File: config.mk
export PLATFORM = sky130hd
export DESIGN_NAME = nrs_ls_est_buf
export DESIGN_NICKNAME = d
export VERILOG_FILES = /design/src/rtl/nb_chest_pkg.sv /design/src/rtl/nrs_const_mult.sv /design/src/rtl/nrs_ls_est_buf.sv
export SDC_FILE = /design/constraint.sdc
export NUM_CORES = 1
export LEC_CHECK = 0
export CAP_MARGIN = 20
export CELL_PAD_IN_SITES_DETAIL_PLACEMENT = 0
export CELL_PAD_IN_SITES_GLOBAL_PLACEMENT = 1
export CORE_ASPECT_RATIO = 2
export CORE_MARGIN = 5
export CORE_UTILIZATION = 48
export CTS_CLUSTER_SIZE = 30
export DETAILED_ROUTE_END_ITERATION = 10
export PLACE_DENSITY_LB_ADDON = 0.15
export RECOVER_POWER = 100
export SETUP_SLACK_MARGIN = 0.1
export SLEW_MARGIN = 5
export SYNTH_ARGS = -nofsm -noshare
export SYNTH_HDL_FRONTEND = slang
export SYNTH_HIERARCHICAL = 1
export SYNTH_SLANG_ARGS = --single-unit
File: constraint.sdc
create_clock -name clk -period 6.5 [get_ports clk]
set_input_delay 0.975 -clock clk [delete_from_list [all_inputs] [get_ports clk]]
set_output_delay 0.975 -clock clk [all_outputs]
set_load 0.03 [all_outputs]
File: src/rtl/nb_chest_pkg.sv
// Shared constants for the NB-IoT channel-estimation blocks.
//   FRAC     : fractional bits of the pilot magnitude
//   NRS_MAG  : round(2^FRAC / sqrt(2)), QPSK pilot magnitude per axis
//   NRS_POS / NRS_NEG : pilot sign encoding (0 = +NRS_MAG, 1 = -NRS_MAG)
//   out_w_of : estimate output width derived from the input sample width
package nb_chest_pkg;

    localparam int   FRAC    = 11;
    localparam int   NRS_MAG = 1448;
    localparam logic NRS_POS = 1'b0;
    localparam logic NRS_NEG = 1'b1;

    // Inner sum is one bit wider than the input; scaling by NRS_MAG/2^FRAC
    // (< 1) never grows it further.
    function automatic int out_w_of(input int width_r_i);
        return width_r_i + 1;
    endfunction

endpackage

File: src/rtl/nrs_const_mult.sv
// Constant multiply by MAG using shift-add, followed by an arithmetic
// right shift by FRAC (floor, no rounding).
//   din  : signed operand, IN_W bits
//   dout : signed (din * MAG) >>> FRAC, truncated to OUT_W bits
// MAG must be below 2^FRAC so the product fits in IN_W+FRAC bits.
module nrs_const_mult
    import nb_chest_pkg::*;
#(
    parameter int IN_W  = 18,
    parameter int OUT_W = 17,
    parameter int MAG   = 1448,
    parameter int FRAC  = 11
)(
    input  logic signed [IN_W-1:0]  din,
    output logic signed [OUT_W-1:0] dout
);

    localparam int PW = IN_W + FRAC;

    logic signed [PW-1:0] dext;
    logic signed [PW-1:0] acc;

    assign dext = PW'(din);

    always_comb begin
        acc = '0;
        for (int k = 0; k < FRAC; k++) begin
            if (MAG[k]) acc = acc + (dext <<< k);
        end
    end

    assign dout = OUT_W'(acc >>> FRAC);

endmodule

File: src/rtl/nrs_ls_est_buf.sv
// LS pilot de-rotation with a DEPTH-entry estimate buffer.
// Each received NRS RE is multiplied by the conjugate of its QPSK pilot,
// written (or averaged) into the buffer two edges later and streamed out.
//   clk, rst (async active-low), en (global freeze when low)
//   in_valid, rx_r, rx_i, nrs_r, nrs_i, wr_addr, avg_mode : write stream
//   clr                                   : clear all entry-valid bits
//   out_valid, out_real, out_imag         : value written by stage 2
//   rd_en, rd_addr                        : random read request
//   rd_valid, rd_hit, rd_real, rd_imag    : registered read response
module nrs_ls_est_buf
    import nb_chest_pkg::*;
#(
    parameter int WIDTH_R_I = 16,
    parameter int DEPTH     = 4,
    parameter int ADDR_W    = $clog2(DEPTH),
    parameter int FRAC      = nb_chest_pkg::FRAC,
    parameter int NRS_MAG   = nb_chest_pkg::NRS_MAG,
    parameter int OUT_W     = out_w_of(WIDTH_R_I)
)(
    input  logic                        clk,
    input  logic                        rst,
    input  logic                        en,
    input  logic                        in_valid,
    input  logic signed [WIDTH_R_I-1:0] rx_r,
    input  logic signed [WIDTH_R_I-1:0] rx_i,
    input  logic                        nrs_r,
    input  logic                        nrs_i,
    input  logic [ADDR_W-1:0]           wr_addr,
    input  logic                        avg_mode,
    input  logic                        clr,
    output logic                        out_valid,
    output logic signed [OUT_W-1:0]     out_real,
    output logic signed [OUT_W-1:0]     out_imag,
    input  logic                        rd_en,
    input  logic [ADDR_W-1:0]           rd_addr,
    output logic                        rd_valid,
    output logic                        rd_hit,
    output logic signed [OUT_W-1:0]     rd_real,
    output logic signed [OUT_W-1:0]     rd_imag
);

    // One guard bit over the nominal W+1: with both inputs at -2^(W-1) and
    // both pilots negative the sum reaches +2^W, which W+1 bits cannot hold.
    localparam int SW = WIDTH_R_I + 2;

    logic signed [SW-1:0]    xr, xi, sum_re, sum_im;
    logic                    s1_vld, s1_avg;
    logic signed [SW-1:0]    s1_re, s1_im;
    logic [ADDR_W-1:0]       s1_addr;
    logic signed [OUT_W-1:0] res_re, res_im, wr_re, wr_im;
    logic signed [OUT_W:0]   avg_re, avg_im;
    logic                    prev_vld;

    logic signed [OUT_W-1:0] buf_re [DEPTH];
    logic signed [OUT_W-1:0] buf_im [DEPTH];
    logic [DEPTH-1:0]        ent_vld;

    // Stage 1: sign-combine rx with the conjugate pilot.
    assign xr = SW'(rx_r);
    assign xi = SW'(rx_i);

    always_comb begin
        sum_re = ((nrs_r == NRS_NEG) ? -xr : xr) + ((nrs_i == NRS_NEG) ? -xi : xi);
        sum_im = ((nrs_r == NRS_NEG) ? -xi : xi) - ((nrs_i == NRS_NEG) ? -xr : xr);
    end

    // Stage 2: constant scale, then optional average with the stored entry.
    nrs_const_mult #(.IN_W(SW), .OUT_W(OUT_W), .MAG(NRS_MAG), .FRAC(FRAC)) u_mult_re (
        .din  (s1_re),
        .dout (res_re)
    );

    nrs_const_mult #(.IN_W(SW), .OUT_W(OUT_W), .MAG(NRS_MAG), .FRAC(FRAC)) u_mult_im (
        .din  (s1_im),
        .dout (res_im)
    );

    // The buffer is updated on the same edge that retires stage 2, so a
    // following stage 2 on the same address already sees the fresh entry.
    // A concurrent clr makes the entry count as never written.
    always_comb begin
        prev_vld = ent_vld[s1_addr] & ~clr;
        avg_re   = ((OUT_W+1)'(buf_re[s1_addr]) + (OUT_W+1)'(res_re)) >>> 1;
        avg_im   = ((OUT_W+1)'(buf_im[s1_addr]) + (OUT_W+1)'(res_im)) >>> 1;
        wr_re    = res_re;
        wr_im    = res_im;
        if (s1_avg && prev_vld) begin
            wr_re = OUT_W'(avg_re);
            wr_im = OUT_W'(avg_im);
        end
    end

    always_ff @(posedge clk or negedge rst) begin
        if (!rst) begin
            s1_vld    <= 1'b0;
            s1_avg    <= 1'b0;
            s1_re     <= '0;
            s1_im     <= '0;
            s1_addr   <= '0;
            out_valid <= 1'b0;
            out_real  <= '0;
            out_imag  <= '0;
            rd_valid  <= 1'b0;
            rd_hit    <= 1'b0;
            rd_real   <= '0;
            rd_imag   <= '0;
            ent_vld   <= '0;
            for (int i = 0; i < DEPTH; i++) begin
                buf_re[i] <= '0;
                buf_im[i] <= '0;
            end
        end else if (en) begin
            s1_vld <= in_valid;
            if (in_valid) begin
                s1_re   <= sum_re;
                s1_im   <= sum_im;
                s1_addr <= wr_addr;
                s1_avg  <= avg_mode;
            end

            // Write after clear: the written entry stays valid.
            if (clr) ent_vld <= '0;
            out_valid <= s1_vld;
            if (s1_vld) begin
                buf_re[s1_addr]  <= wr_re;
                buf_im[s1_addr]  <= wr_im;
                ent_vld[s1_addr] <= 1'b1;
                out_real         <= wr_re;
                out_imag         <= wr_im;
            end

            // Reads sample the pre-edge buffer, so a colliding write is not seen.
            rd_valid <= rd_en;
            if (rd_en) begin
                rd_hit  <= ent_vld[rd_addr];
                rd_real <= ent_vld[rd_addr] ? buf_re[rd_addr] : '0;
                rd_imag <= ent_vld[rd_addr] ? buf_im[rd_addr] : '0;
            end
        end else begin
            out_valid <= 1'b0;
            rd_valid  <= 1'b0;
        end
    end

endmodule
==> summary.md, run 1 <==
• complete, but fails checks — run status
• 48.3% — effective utilization at floorplan
• 0 — number of enable flip-flop cells after synthesis
• 0 — diodes inserted
• 3 — number of buffers between clock root and the deepest sink
• max-capacitance violations, max-slew violations — violated checks
• nand2_1 — most common cell in the synthesized netlist
• 116 — I/O pin count
• 0 — total gr overflow
• 0 — count of unresolved DRC violations after routing
• 4.69 ns — actual slew at the worst max-slew pin
• a211oi_1 — Max stage delay cell, worst path
• 11.8% — post-synthesis to final-layout area growth
• 100% — ys async rst share
• 250 — clock sinks
• 2772 — # placed instances
• 0.368 ns — final critical-path setup slack
• 0.0218 ns — final clock skew
• 708 — drt first-iter violations
• inv_1 — crit-path most repeated cell
• 2195 — Post-Syn Instances
• 0.326 ns — post-place setup slack
• 54.1% — final standard cell utilization of the core
• 16.5% — Compound-Gate Fraction of Synth Area
• adder cells — main combinational cell family by area after synthesis
• 0 — setup fix buffers added after clock tree synthesis
• 15.9k — DR vias
• clkbuf_16 — root buf cell
• 85 — final slew viol count
• 5.64 — vias per std cell
• 0 — initial antenna violation count
• 41800 µm² — core outline area
• 1 — number of maximum-capacitance constraint violations
• 9 — Max FO, Critical Path
• 0.53 ns — largest stage delay on the critical path
• 6.52 ns — data arrival time of the worst path
• 0.55 ns — worst skew pair latency
• 6 — yosys synthesis warning count
• 2818 — final cell count without fillers
• 46500 µm² — die area
• 2529 — number of nets in the final layout
• 1 — Max H-tree Level
• 0 — Post-CTS Hold Fix Bufs
• 0 — count of endpoints failing hold in the final timing report
• 115 — IO Port Bufs
• 155 µm — die width
• 0.07 ns — clock input transition at the sequential cells of the worst setup and hold paths
• reg -> reg — Hold/Removal Path Class
• 2464 — Mapped Nets
• 23.5% — All-Layer GR Usage
• 19.2 µm — wire per inst
• 17.4% — Post-Synth Adder-Cell Area
• 5 — Pre-antenna DRT Iters
• 106 — site row count
• 5.64% — post-synthesis xor/xnor area fraction
• 31.0% — fraction of post-synthesis cell area in the top cell type by area
• 6.89 ns — data required time at the worst endpoint
• 0 — Post-DRT Antenna Nets
• built — clock tree from TritonCTS
• 9.18% — multiplexer share of the synthesized area
• no — RSZ-0062 raised after global routing
• 20200 µm² — cell area after synthesis
• 0 — Setup violations, final
• 0.37 ns — FF-to-FF setup slack
• 9.20 µm² — synthesized area divided by synthesized cell count
• flip-flop — type of element capturing the critical path
• 7.81% — share of layout cells above drive strength 1
• flip-flop — type of element launching the critical path
• 163 MHz — maximum frequency from static timing analysis
• 300 µm — die height
• 0 — post-CTS resize count
• 94.3% — crit share post-route
• 42000 µm — DP Wirelength
• 167 — pin count of the biggest net entering global routing
• reg -> reg — WS Path Type
• 250 — number of register bits inferred by synthesis
• 6.13 ns — Final Critical Period
• 24 — number of buffers created by CTS
• 14.5% — area share of and/or/nand/nor cells after synthesis
• dfrtp_1 (31%), fa_1 (9.3%), ha_1 (8.1%) — top cells by area, synth
• dfrtp_1 — main flop type after synthesis
• nand2_1 (338), o21ai_0 (308), dfrtp_1 (250) — Commonest cells post-synth
• dfrtp_1 — Yosys top cell by area
• 85 — post-synth cell types
• 0 ns — setup tns final
• inv_1, fa_1, inv_1, fa_1, inv_1, fa_1, inv_1, ha_1, a21oi_1, o211ai_1, a211o_1, a211oi_1, o32ai_1, a21oi_2, ha_1, or3b_2, o221ai_1, a211oi_1, o21ai_0 — CP cell instances
• 88000 µm — first-pass GRT wire length
• 31.0% — part of the Yosys area used for sequential elements
• 54000 µm — total wire length
• 0.895 — routability-driven placement congestion ratio
• -213% — Slew Limit Headroom
• 16.5k — via count of the first global-routing pass
## flip-flops by register name, summed over array words and instances (netlist names), 4 cells and up
| name | cells |
|---|---|
| buf_im | 68 |
| buf_re | 68 |
| s1_re | 18 |
| out_imag | 17 |
| out_real | 17 |
| rd_imag | 17 |
| rd_real | 17 |
| s1_im | 17 |
| ent_vld | 4 |
## layout make-up
class / instances / area, µm²
Inverter: 204 / 766
Fill cell: 3933 / 19200
Multi-Input combinational cell: 1638 / 12800
Tap cell: 540 / 676
Clock buffer: 31 / 688
Timing Repair Buffer: 142 / 1330
Clock inverter: 13 / 105
Sequential cell: 250 / 6260
## worst paths after layout
check,from,cells after the start,to
setup / recovery,s1_im[5]$_DFFE_PN0P_,19,buf_im[48]$_DFFE_PN0P_
hold / removal,out_imag[0]$_DFFE_PN0P_,2,out_imag[0]$_DFFE_PN0P_
setup reg to reg,s1_im[5]$_DFFE_PN0P_,19,buf_im[48]$_DFFE_PN0P_
hold reg to reg,out_imag[0]$_DFFE_PN0P_,2,out_imag[0]$_DFFE_PN0P_
max in group asynchronous,rst,1,s1_re[17]$_DFFE_PN0P_
min in group asynchronous,rst,1,rd_real[5]$_DFFE_PN0P_
## logic make-up after synthesis
group / count (synthesis)
simple gates: 619
compound gates: 567
buf+inv: 307
flops: 250
fa+ha+maj: 224
xor+xnor: 130
mux: 98
## per-layer routing
metal	vias up	track usage, %	routed length [µm]
li1	7723	-	-
met1	7714	25.6	19500
met2	349	46.2	30400
met3	100	2.12	2070
met4	0	8.15	2040
met5	-	0	0
## stage by stage
step	cell area, µm²	hold WS, ns
after global routing	22600	0.502
after global placement	21800	0.462
after CTS	22600	0.447
after floorplan	20200	0.458
after detailed placement	21800	0.470
final	22600	0.471
## layout by cell type (no fill, tap or decap), types with 19 or more instances in the layout
cell	count
a21o_1	33
a21oi_1	95
clkbuf_16	25
clkdlybuf4s50_1	38
dfrtp_1	248
dlygate4sd3_1	74
fa_1	94
ha_1	130
inv_1	203
mux2i_1	20
mux4_2	69
nand2_1	336
nand2b_1	59
nand3_1	24
nor2_1	55
nor3_1	20
o21ai_0	309
or3_1	19
xnor2_1	84
xor2_1	46
## critical path, delay by kind of cell, from the launching register on
kind,cells,cell delay [ns]
AND/OR/NAND/NOR,1,0.24
buffers and inverters,4,0.30
AO/OA/AOI/OAI,9,2.72
adder cells (fa/ha/maj),5,2.23
flip-flops,1,0.47
Power of run 1 is not shown: default switching activity piles up to over one toggle a cycle in this logic, so the estimate is an artifact.
==> run 2, diff against run 1 <==
Clock period 6.5 ns to 6.9 ns, I/O delays scaled along.
==> summary.md, run 2 (synthesis gave the netlist of run 1 again) <==
• complete, but fails checks — run status
• max-capacitance violations, max-slew violations — violated checks
• 0.55 ns — worst skew pair latency, about the same
• 250 — clock sinks, unchanged
• 23.9% — All-Layer GR Usage, +0.46 points
• 0 — Post-CTS Hold Fix Bufs, unchanged
• 22600 µm² — final cell area excluding filler cells, -0.14%
• 2764 — # placed instances, -0.29%
• 55000 µm — total wire length, +1.9%
• 5 — Buffers & Inverters on Critical Path, +1
• 0 — count of unresolved DRC violations after routing, unchanged
• 176 — pin count of the biggest net entering global routing, +5.4%
• 2522 — number of nets in the final layout, -0.28%
• flip-flop — type of element capturing the critical path
• fa_1 — Max stage delay cell, worst path
• 1 — Max H-tree Level, unchanged
• 0.0165 ns — final clock skew, -0.00533 ns
• nand2_1 (337), o21ai_0 (310), dfrtp_1 (248), inv_1 (203), ha_1 (130) — commonest cells after routing, fill and taps aside
• 5.69 — vias per std cell, +0.89%
• 662 — drt first-iter violations, -6.5%
• 4.34 ns — actual slew at the worst max-slew pin, -0.350 ns
• 7.20 ns — data required time at the worst endpoint, +0.31 ns
• 0 — count of endpoints failing hold in the final timing report, unchanged
• 16.0k — DR vias, +0.64%
• 0 — diodes inserted, unchanged
• 88800 µm — first-pass GRT wire length, +0.92%
• 48.3% — effective utilization at floorplan, unchanged
• 46500 µm² — die area, unchanged
• 155 µm — die width, unchanged
• 115 — IO Port Bufs, unchanged
• 0.56 ns — largest stage delay on the critical path, +0.03 ns
• inv_1, fa_1, inv_1, fa_1, inv_1, fa_1, inv_1, ha_1, nand4_1, a211oi_1, a22oi_2, a21oi_1, nor2_1, xnor2_1, ha_1, a21oi_1, o21bai_1, a21oi_1, inv_1, or3_1, a31oi_1, o21ai_0 — CP cell instances
• flip-flop — type of element launching the critical path
• 91.1% — crit share post-route, -3.3 points
• 106 — site row count, unchanged
• 19.6 µm — wire per inst, +2.1%
• 3 — number of buffers between clock root and the deepest sink, unchanged
• 54.0% — final standard cell utilization of the core, -0.078 points
• 11.7% — post-synthesis to final-layout area growth
• clkbuf_16 — root buf cell
• 300 µm — die height, unchanged
• 6.28 ns — Final Critical Period, +0.152 ns
• rd_imag[12]$_DFFE_PN0P_ — critical hold path startpoint
• 2811 — final cell count without fillers, -0.25%
• 0 — Setup violations, final, unchanged
• 0 — initial antenna violation count, unchanged
• 0 ns — setup tns final, unchanged
• 0.928 — routability-driven placement congestion ratio, +3.7%
• 0 — post-CTS resize count, unchanged
• 116 — I/O pin count, unchanged
• 42800 µm — DP Wirelength, +2.1%
• 6.59 ns — data arrival time of the worst path, +0.07 ns
• 21800 µm² — cell area after placement, -0.27%
• no — RSZ-0062 raised after global routing
• 0 — total gr overflow, unchanged
• 16.6k — via count of the first global-routing pass, +0.87%
• inv_1 — crit-path most repeated cell
• 4 — number of maximum-capacitance constraint violations, +3
• 7.31% — share of layout cells above drive strength 1, -0.50 points
• built — clock tree from TritonCTS
• -189% — Slew Limit Headroom, +23 points
• 0 — Post-DRT Antenna Nets, unchanged
• buf_im (68), buf_re (68), s1_re (18) — Top Registers
• 0.07 ns — clock input transition at the sequential cells of the worst setup and hold paths, about the same
• 6 — Max FO, Critical Path, -3
• adder cells — dominant delay contributor by cell family on the critical path
• nand2_1 — most frequent standard cell in the layout excluding fill and tap cells
• s1_im[5]$_DFFE_PN0P_ — R2R Path Start
• 41800 µm² — core outline area, unchanged
• s1_im[5]$_DFFE_PN0P_ — Worst setup startpoint
• reg -> reg — Hold/Removal Path Class
• 5 — Pre-antenna DRT Iters, unchanged
• 256 — final slew viol count, +200%
• 25 — number of buffers created by CTS, +4.2%
• reg -> reg — WS Path Type
• 0 — setup fix buffers added after clock tree synthesis, unchanged
• 159 MHz — maximum frequency from static timing analysis, -2.4%
• 3992 — fill cell total of the finished layout, +1.5%
[run 2: cell types whose count changed in the layout (fill, tap and decap cells not counted), moves of 2 or more]
cell        delta
clkinv_2       -7
o21ai_2        -2
clkbuf_2       +2
buf_4          -9
clkinvlp_4     +2
clkinv_4       +2
[run 2: layout make-up]
| cell class | count | area (µm²) | area share (%) |
|---|---|---|---|
| Timing Repair Buffer | 134 | 1270 | 5.63 |
| Tap cell | 540 | 676 | 3.00 |
| Sequential cell | 250 | 6260 | 27.7 |
| Inverter | 204 | 766 | 3.39 |
| Clock inverter | 12 | 141 | 0.627 |
| Clock buffer | 33 | 706 | 3.13 |
| Multi-Input combinational cell | 1638 | 12700 | 56.5 |
[run 2: routing by layer]
layer | wire length [µm] | GRT usage, %
met1 | 19300 | 25.0
met2 | 30700 | 46.6
met3 | 1960 | 2.23
met4 | 3090 | 11.9
met5 | 0 | 0
[run 2: worst min-delay path, cell delays in order, from the launching register on]
cell	delay, ns
dfrtp_1	0.34
nand2_1	0.04
o21ai_0	0.06
[run 2: worst paths after layout]
check | to | slack [ns] | cells past startpoint
setup reg to reg | buf_im[12]$_DFFE_PN0P_ | 0.62 | 22
setup / recovery | buf_im[12]$_DFFE_PN0P_ | 0.62 | 22
max in group asynchronous | s1_im[15]$_DFFE_PN0P_ | 2.42 | 1
hold reg to reg | rd_imag[12]$_DFFE_PN0P_ | 0.47 | 2
hold / removal | rd_imag[12]$_DFFE_PN0P_ | 0.47 | 2
min in group asynchronous | rd_real[6]$_DFFE_PN0P_ | 2.01 | 1
[run 2: through the flow]
step                setup slack [ns]  hold WS, ns
floorplan                       1.45        0.458
global placement               0.788        0.462
detailed placement             0.716        0.470
CTS                            0.704        0.465
global route                   0.160        0.502
finish                         0.617        0.471
Power of run 2 is left out for the same reason.
==> RTL edit 1, RTL diff (flow settings as in run 1) <==
Reset style: synchronous (`rst`), changed in one clocked block. Comments in the files are not updated.
--- a/src/rtl/nrs_ls_est_buf.sv
+++ b/src/rtl/nrs_ls_est_buf.sv
@@ -92,3 +92,3 @@
 
-    always_ff @(posedge clk or negedge rst) begin
+    always_ff @(posedge clk) begin
         if (!rst) begin
Behaviour: not the same (a bounded check fails within 4 cycles, from zero or initial values and one cycle with rst low; the reset may be asserted at any time).
==> RTL edit 1 against run 1 <==
The flow still finishes with violations (capacitance limit, slew limit). Maximum frequency shrank 0.39%. Die area shrank 0.60%. Setup slack lost 0.024 ns. Critical path depth grew 3. Via count shrank 0.25%. Cell area shrank 0.39%. Count of clock-buffer cells in the layout shrank 2. Area after synthesis shrank 0.63%. Non-clock buffer count grew 8. Routed wire length grew 1.9%. Final cell count shrank 2.1%. Sequential cell count grew 2. Highest routed layer unchanged.
Power is left out: it rests on default switching activity, and per cell area and clock period it moved more than threefold.
==> RTL edit 1: results (changes against run 1) <==
* Fillers at 3881 (was 3933)
* Status: complete, but fails checks (unchanged)
* M3 GR Usage at 1.81% (was 2.12%)
* Post-synth top cells: inv_1 (230), nor2_1 (223), nand2_1 (194) (was nand2_1 (338), o21ai_0 (308), dfrtp_1 (250))
* Critical Path Max Stage Delay at 0.55 ns (was 0.53 ns)
* Antenna diodes at 0 (unchanged)
* M1 GR Usage at 24.8% (was 25.6%)
* Fin Clk Skew at 0.0182 ns (was 0.0218 ns)
* Met2 wire length at 30800 µm (was 30400 µm)
* Worst-Skew Late Latency at 0.53 ns (was 0.55 ns)
* Synth cell types at 96 (was 85)
* Cts bufs inserted at 23 (was 24)
* Largest regs: buf_im (68), buf_re (68), s1_re (18) (unchanged)
* CP delay by family, top: adder cells (was compound AO/OA/AOI/OAI gates)
* Largest net degree at the start of global routing at 72 (was 167)
* Failing checks: capacitance limit, slew limit (unchanged)
* Max Cap Viol at 6 (was 1)
* Drt via density at 5.75 (was 5.64)
* Number of global-route vias before repair at 16.6k (was 16.5k)
* RD Place Congestion at 0.972 (was 0.895)
* Post-synthesis mux area share at 8.32% (was 9.18%)
* Initial antenna violation count at 0 (unchanged)
* WL met3 at 2100 µm (was 2070 µm)
* Syn nets at 2396 (was 2464)
* First-pass GRT wire length at 88100 µm (was 88000 µm)
* Area Growth Syn to Fin at 12.1% (was 11.8%)
* Clk slew on worst S/H paths at 0.07 ns (about the same)
* Top FF cell, synth: edfxtp_1 (was dfrtp_1)
* Antenna viol nets, final at 0 (unchanged)
* Post-synth EDFFs at 136 (was 0)
* # nets final at 2471 (was 2529)
* Fin. max-slew vios at 211 (was 85)
* DP Cell Count at 2715 (was 2772)
* Share of layout cells above drive strength 1 at 8.48% (was 7.81%)
* Synth Area in Compound Gates at 14.6% (was 16.5%)
* Met2 Use GR at 47.0% (was 46.2%)
* Overall Global Routing Usage at 23.7% (was 23.5%)
* Final WL at 55000 µm (was 54000 µm)
* Rel. slew slack at -60.9% (was -213%)
* Hold Crit Start: out_imag[2]$_SDFFE_PN0P_ (was out_imag[0]$_DFFE_PN0P_)
* Crit path max-delay cell type: fa_1 (was a211oi_1)
* Avg Cell Area, Syn at 9.44 µm² (was 9.20 µm²)
* Synth Area in Adders at 17.5% (was 17.4%)
* Dpl cell area at 21800 µm² (about the same)
* Hpwl dp at 43400 µm (was 42000 µm)
* Total number of vias at 15.8k (was 15.9k)
* DRT iter0 DRCs at 641 (was 708)
* CP startpoint: s1_im[4]$_SDFFE_PN0P_ (was s1_im[5]$_DFFE_PN0P_)
* Root Driver: clkbuf_16 (unchanged)
* Area contributors post-synth: edfxtp_1 (20%), dfxtp_1 (12%), fa_1 (9.4%) (was dfrtp_1 (31%), fa_1 (9.3%), ha_1 (8.1%))
* Post-synthesis sequential area ratio at 31.9% (was 31.0%)
* Yosys warnings at 6 (unchanged)
* IO buf count at 115 (unchanged)
* FFs w/ async S/R, synth at 0% (was 100%)
* Worst slack at placement at -0.0298 ns (was 0.326 ns)
* CP Max Fanout at 5 (was 9)
* Synth Area in XOR/XNOR at 4.97% (was 5.64%)
* WL met1 at 19300 µm (was 19500 µm)
-- RTL edit 1: final timing paths --
check,slack [ns],cells after the start,endpoint
max,0.34,22,buf_im[3][15]$_DFFE_PP_
min,0.44,2,out_imag[2]$_SDFFE_PN0P_
max reg2reg,0.34,22,buf_im[3][15]$_DFFE_PP_
min reg2reg,0.44,2,out_imag[2]$_SDFFE_PN0P_
-- RTL edit 1: cell type report --
cell class	count	share of cell area (%)
Tap cell	540	3.00
Inverter	230	3.84
Sequential cell	252	28.5
Clock inverter	12	0.428
Timing Repair Buffer	150	6.04
Clock buffer	29	2.81
Multi-Input combinational cell	1545	55.4
-- RTL edit 1: cells by family after synthesis --
group | count (synthesis)
mux | 80
xor+xnor | 114
compound gates | 442
flops | 252
buf+inv | 330
simple gates | 685
fa+ha+maj | 224
-- RTL edit 1: what timing repair did --
item,4_1_cts,5_1_grt
pin swaps,0,2
setup buffers,0,2
resized for setup,1,18
endpoints found under the hold margin,0,0
endpoints found under the setup margin,5,34
hold buffers,0,0
==> RTL edit 2, RTL diff (config.mk and constraints of run 1) <==
Without the edit above. `FRAC` is set to 11 in 2 places; all go to 22.
--- a/src/rtl/nb_chest_pkg.sv
+++ b/src/rtl/nb_chest_pkg.sv
@@ -7,3 +7,3 @@
 
-    localparam int   FRAC    = 11;
+    localparam int   FRAC    = 22;
     localparam int   NRS_MAG = 1448;
--- a/src/rtl/nrs_const_mult.sv
+++ b/src/rtl/nrs_const_mult.sv
@@ -11,3 +11,3 @@
     parameter int MAG   = 1448,
-    parameter int FRAC  = 11
+    parameter int FRAC  = 22
 )(
Formal check against the unedited RTL: not equivalent (a bounded check fails within 4 cycles, from zero or initial values and one cycle with rst low).
==> RTL edit 2 against run 1 <==
The flow still finishes with violations (capacitance limit, slew limit). Critical endpoint is now buf_im[9]$_DFFE_PN0P_. Via count decreased by 4.5%. Setup slack got worse by 0.025 ns. Critical path type unchanged. Cell area decreased by 1.0%. First-iteration DRC count decreased by 26%. Count of clock-buffer cells in the layout increased by 4. Sequential share of layout area increased by 0.30 points. Area after synthesis decreased by 2.2%. Sequential cell count unchanged. Routed wire length decreased by 1.1%.
Power is left out: the tool's default activity adds up to more than one toggle a clock period on the data nets, which glitch-free logic cannot reach.
==> RTL edit 2: results (changes against run 1) <==
* Max Cap Viol at 3 (was 1)
* DRT iter0 DRCs at 526 (was 708)
* Synth cell types at 79 (was 85)
* RD Place Congestion at 0.900 (was 0.895)
* Area contributors post-synth: dfrtp_1 (32%), fa_1 (9.5%), ha_1 (8.6%) (was dfrtp_1 (31%), fa_1 (9.3%), ha_1 (8.1%))
* Largest regs: buf_im (68), buf_re (68), s1_re (18) (unchanged)
* Status: complete, but fails checks (unchanged)
* Fin. max-slew vios at 302 (was 85)
* Top FF cell, synth: dfrtp_1 (unchanged)
* Hold_ws at 0.447 ns (was 0.471 ns)
* Syn nets at 2387 (was 2464)
* IO buf count at 115 (unchanged)
* Slew @ Worst Pin at 3.84 ns (was 4.69 ns)
* Final WL at 53400 µm (was 54000 µm)
* Max frequency at 162 MHz (was 163 MHz)
* Drt via density at 5.54 (was 5.64)
* Starting density of the core at 48.3% (about the same)
* Root Driver: clkbuf_16 (unchanged)
* Worst slack at placement at 0.0869 ns (was 0.326 ns)
* Clk buf depth at 3 (unchanged)
* Worst Hold Class: input pin to async pin (was register to register)
* Overall Global Routing Usage at 23.6% (was 23.5%)
* Reg2reg setup slack at 0.34 ns (was 0.37 ns)
* CP delay by family, top: compound AO/OA/AOI/OAI gates (unchanged)
* Fillers at 3770 (was 3933)
* FFs w/ async S/R, synth at 100% (unchanged)
* First-pass GRT wire length at 86300 µm (was 88000 µm)
* Critical Path Max Stage Delay at 0.55 ns (was 0.53 ns)
* CP Max Fanout at 5 (was 9)
* Post-synth top cells: nand2_1 (333), o21ai_0 (301), dfrtp_1 (250) (was nand2_1 (338), o21ai_0 (308), dfrtp_1 (250))
* Cts bufs inserted at 26 (was 24)
* Clk slew on worst S/H paths at 0.06 ns
* WP data arrival at 6.54 ns (was 6.52 ns)
* Share of layout cells above drive strength 1 at 9.81% (was 7.81%)
* Fin Clk Skew at 0.00821 ns (was 0.0218 ns)
* Post-synthesis sequential area ratio at 31.7% (was 31.0%)
* Final Hold Fails at 0 (unchanged)
* H-tree depth at 1 (unchanged)
* Number of global-route vias before repair at 16.1k (was 16.5k)
* Initial antenna violation count at 2 (was 0)
* Crit Reg-Reg Startpoint: s1_im[7]$_DFFE_PN0P_ (was s1_im[5]$_DFFE_PN0P_)
* Yosys warnings at 6 (unchanged)
* # nets final at 2456 (was 2529)
* Largest net degree at the start of global routing at 157 (was 167)
* Hpwl dp at 41300 µm (was 42000 µm)
* Worst setup path class: register to register (unchanged)
* Worst-Skew Late Latency at 0.54 ns
* Failing checks: capacitance limit, slew limit (unchanged)
* Crit path max-delay cell type: fa_1 (was a211oi_1)
* First-pass detailed-route iteration total at 5 (unchanged)
[RTL edit 2: metal layers]
metal / part of all wire, % / wire length, µm / GRT usage, %
met1: 34 / 18300 / 23.6
met5: 0.037 / 20 / 0
met4: 5.0 / 2690 / 10.7
met2: 58 / 30900 / 47.8
met3: 2.8 / 1500 / 2.17
[RTL edit 2: final cells by class]
type                    count  share of cell area, %
flip-flops and latches    250                   28.0
inverters                 201                   3.37
multi-input cells        1544                   54.9
well taps                 535                   2.99
diodes                      1                 0.0112
clock buffers              35                   3.38
repair buffers            158                   6.61
clock inverters            13                  0.716
[RTL edit 2: timing repair]
action                                  CTS  global route
endpoints found under the setup margin    5            60
hold buffers                              0             0
buffers inserted                          3             3
gates resized for setup                   0            17
pin swaps                                 1             3
[RTL edit 2: path summary, 6_finish.rpt]
path / to / cells past startpoint
hold reg to reg: rd_hit$_DFFE_PN0P_ / 2
setup reg to reg: buf_im[9]$_DFFE_PN0P_ / 23
max in group asynchronous: s1_addr[0]$_DFFE_PN0P_ / 2
hold / removal: rd_imag[7]$_DFFE_PN0P_ / 1
min in group clk: rd_hit$_DFFE_PN0P_ / 2
setup / recovery: buf_im[9]$_DFFE_PN0P_ / 23
[RTL edit 2: stage by stage]
step	std cells	cell area [µm²]
2_1_floorplan	2112	19800
3_3_place_gp	2681	21400
6_report	2737	22400
3_5_place_dp	2682	21400
4_1_cts	2733	22300
5_1_grt	2736	22400
[RTL edit 2: logic make-up after synthesis]
group | Yosys count | synth area share (%)
compound gates | 511 | 15.1
xor+xnor | 111 | 4.92
fa+ha+maj | 230 | 18.1
buf+inv | 318 | 6.61
flops | 250 | 31.7
mux | 98 | 9.39
simple gates | 594 | 14.2
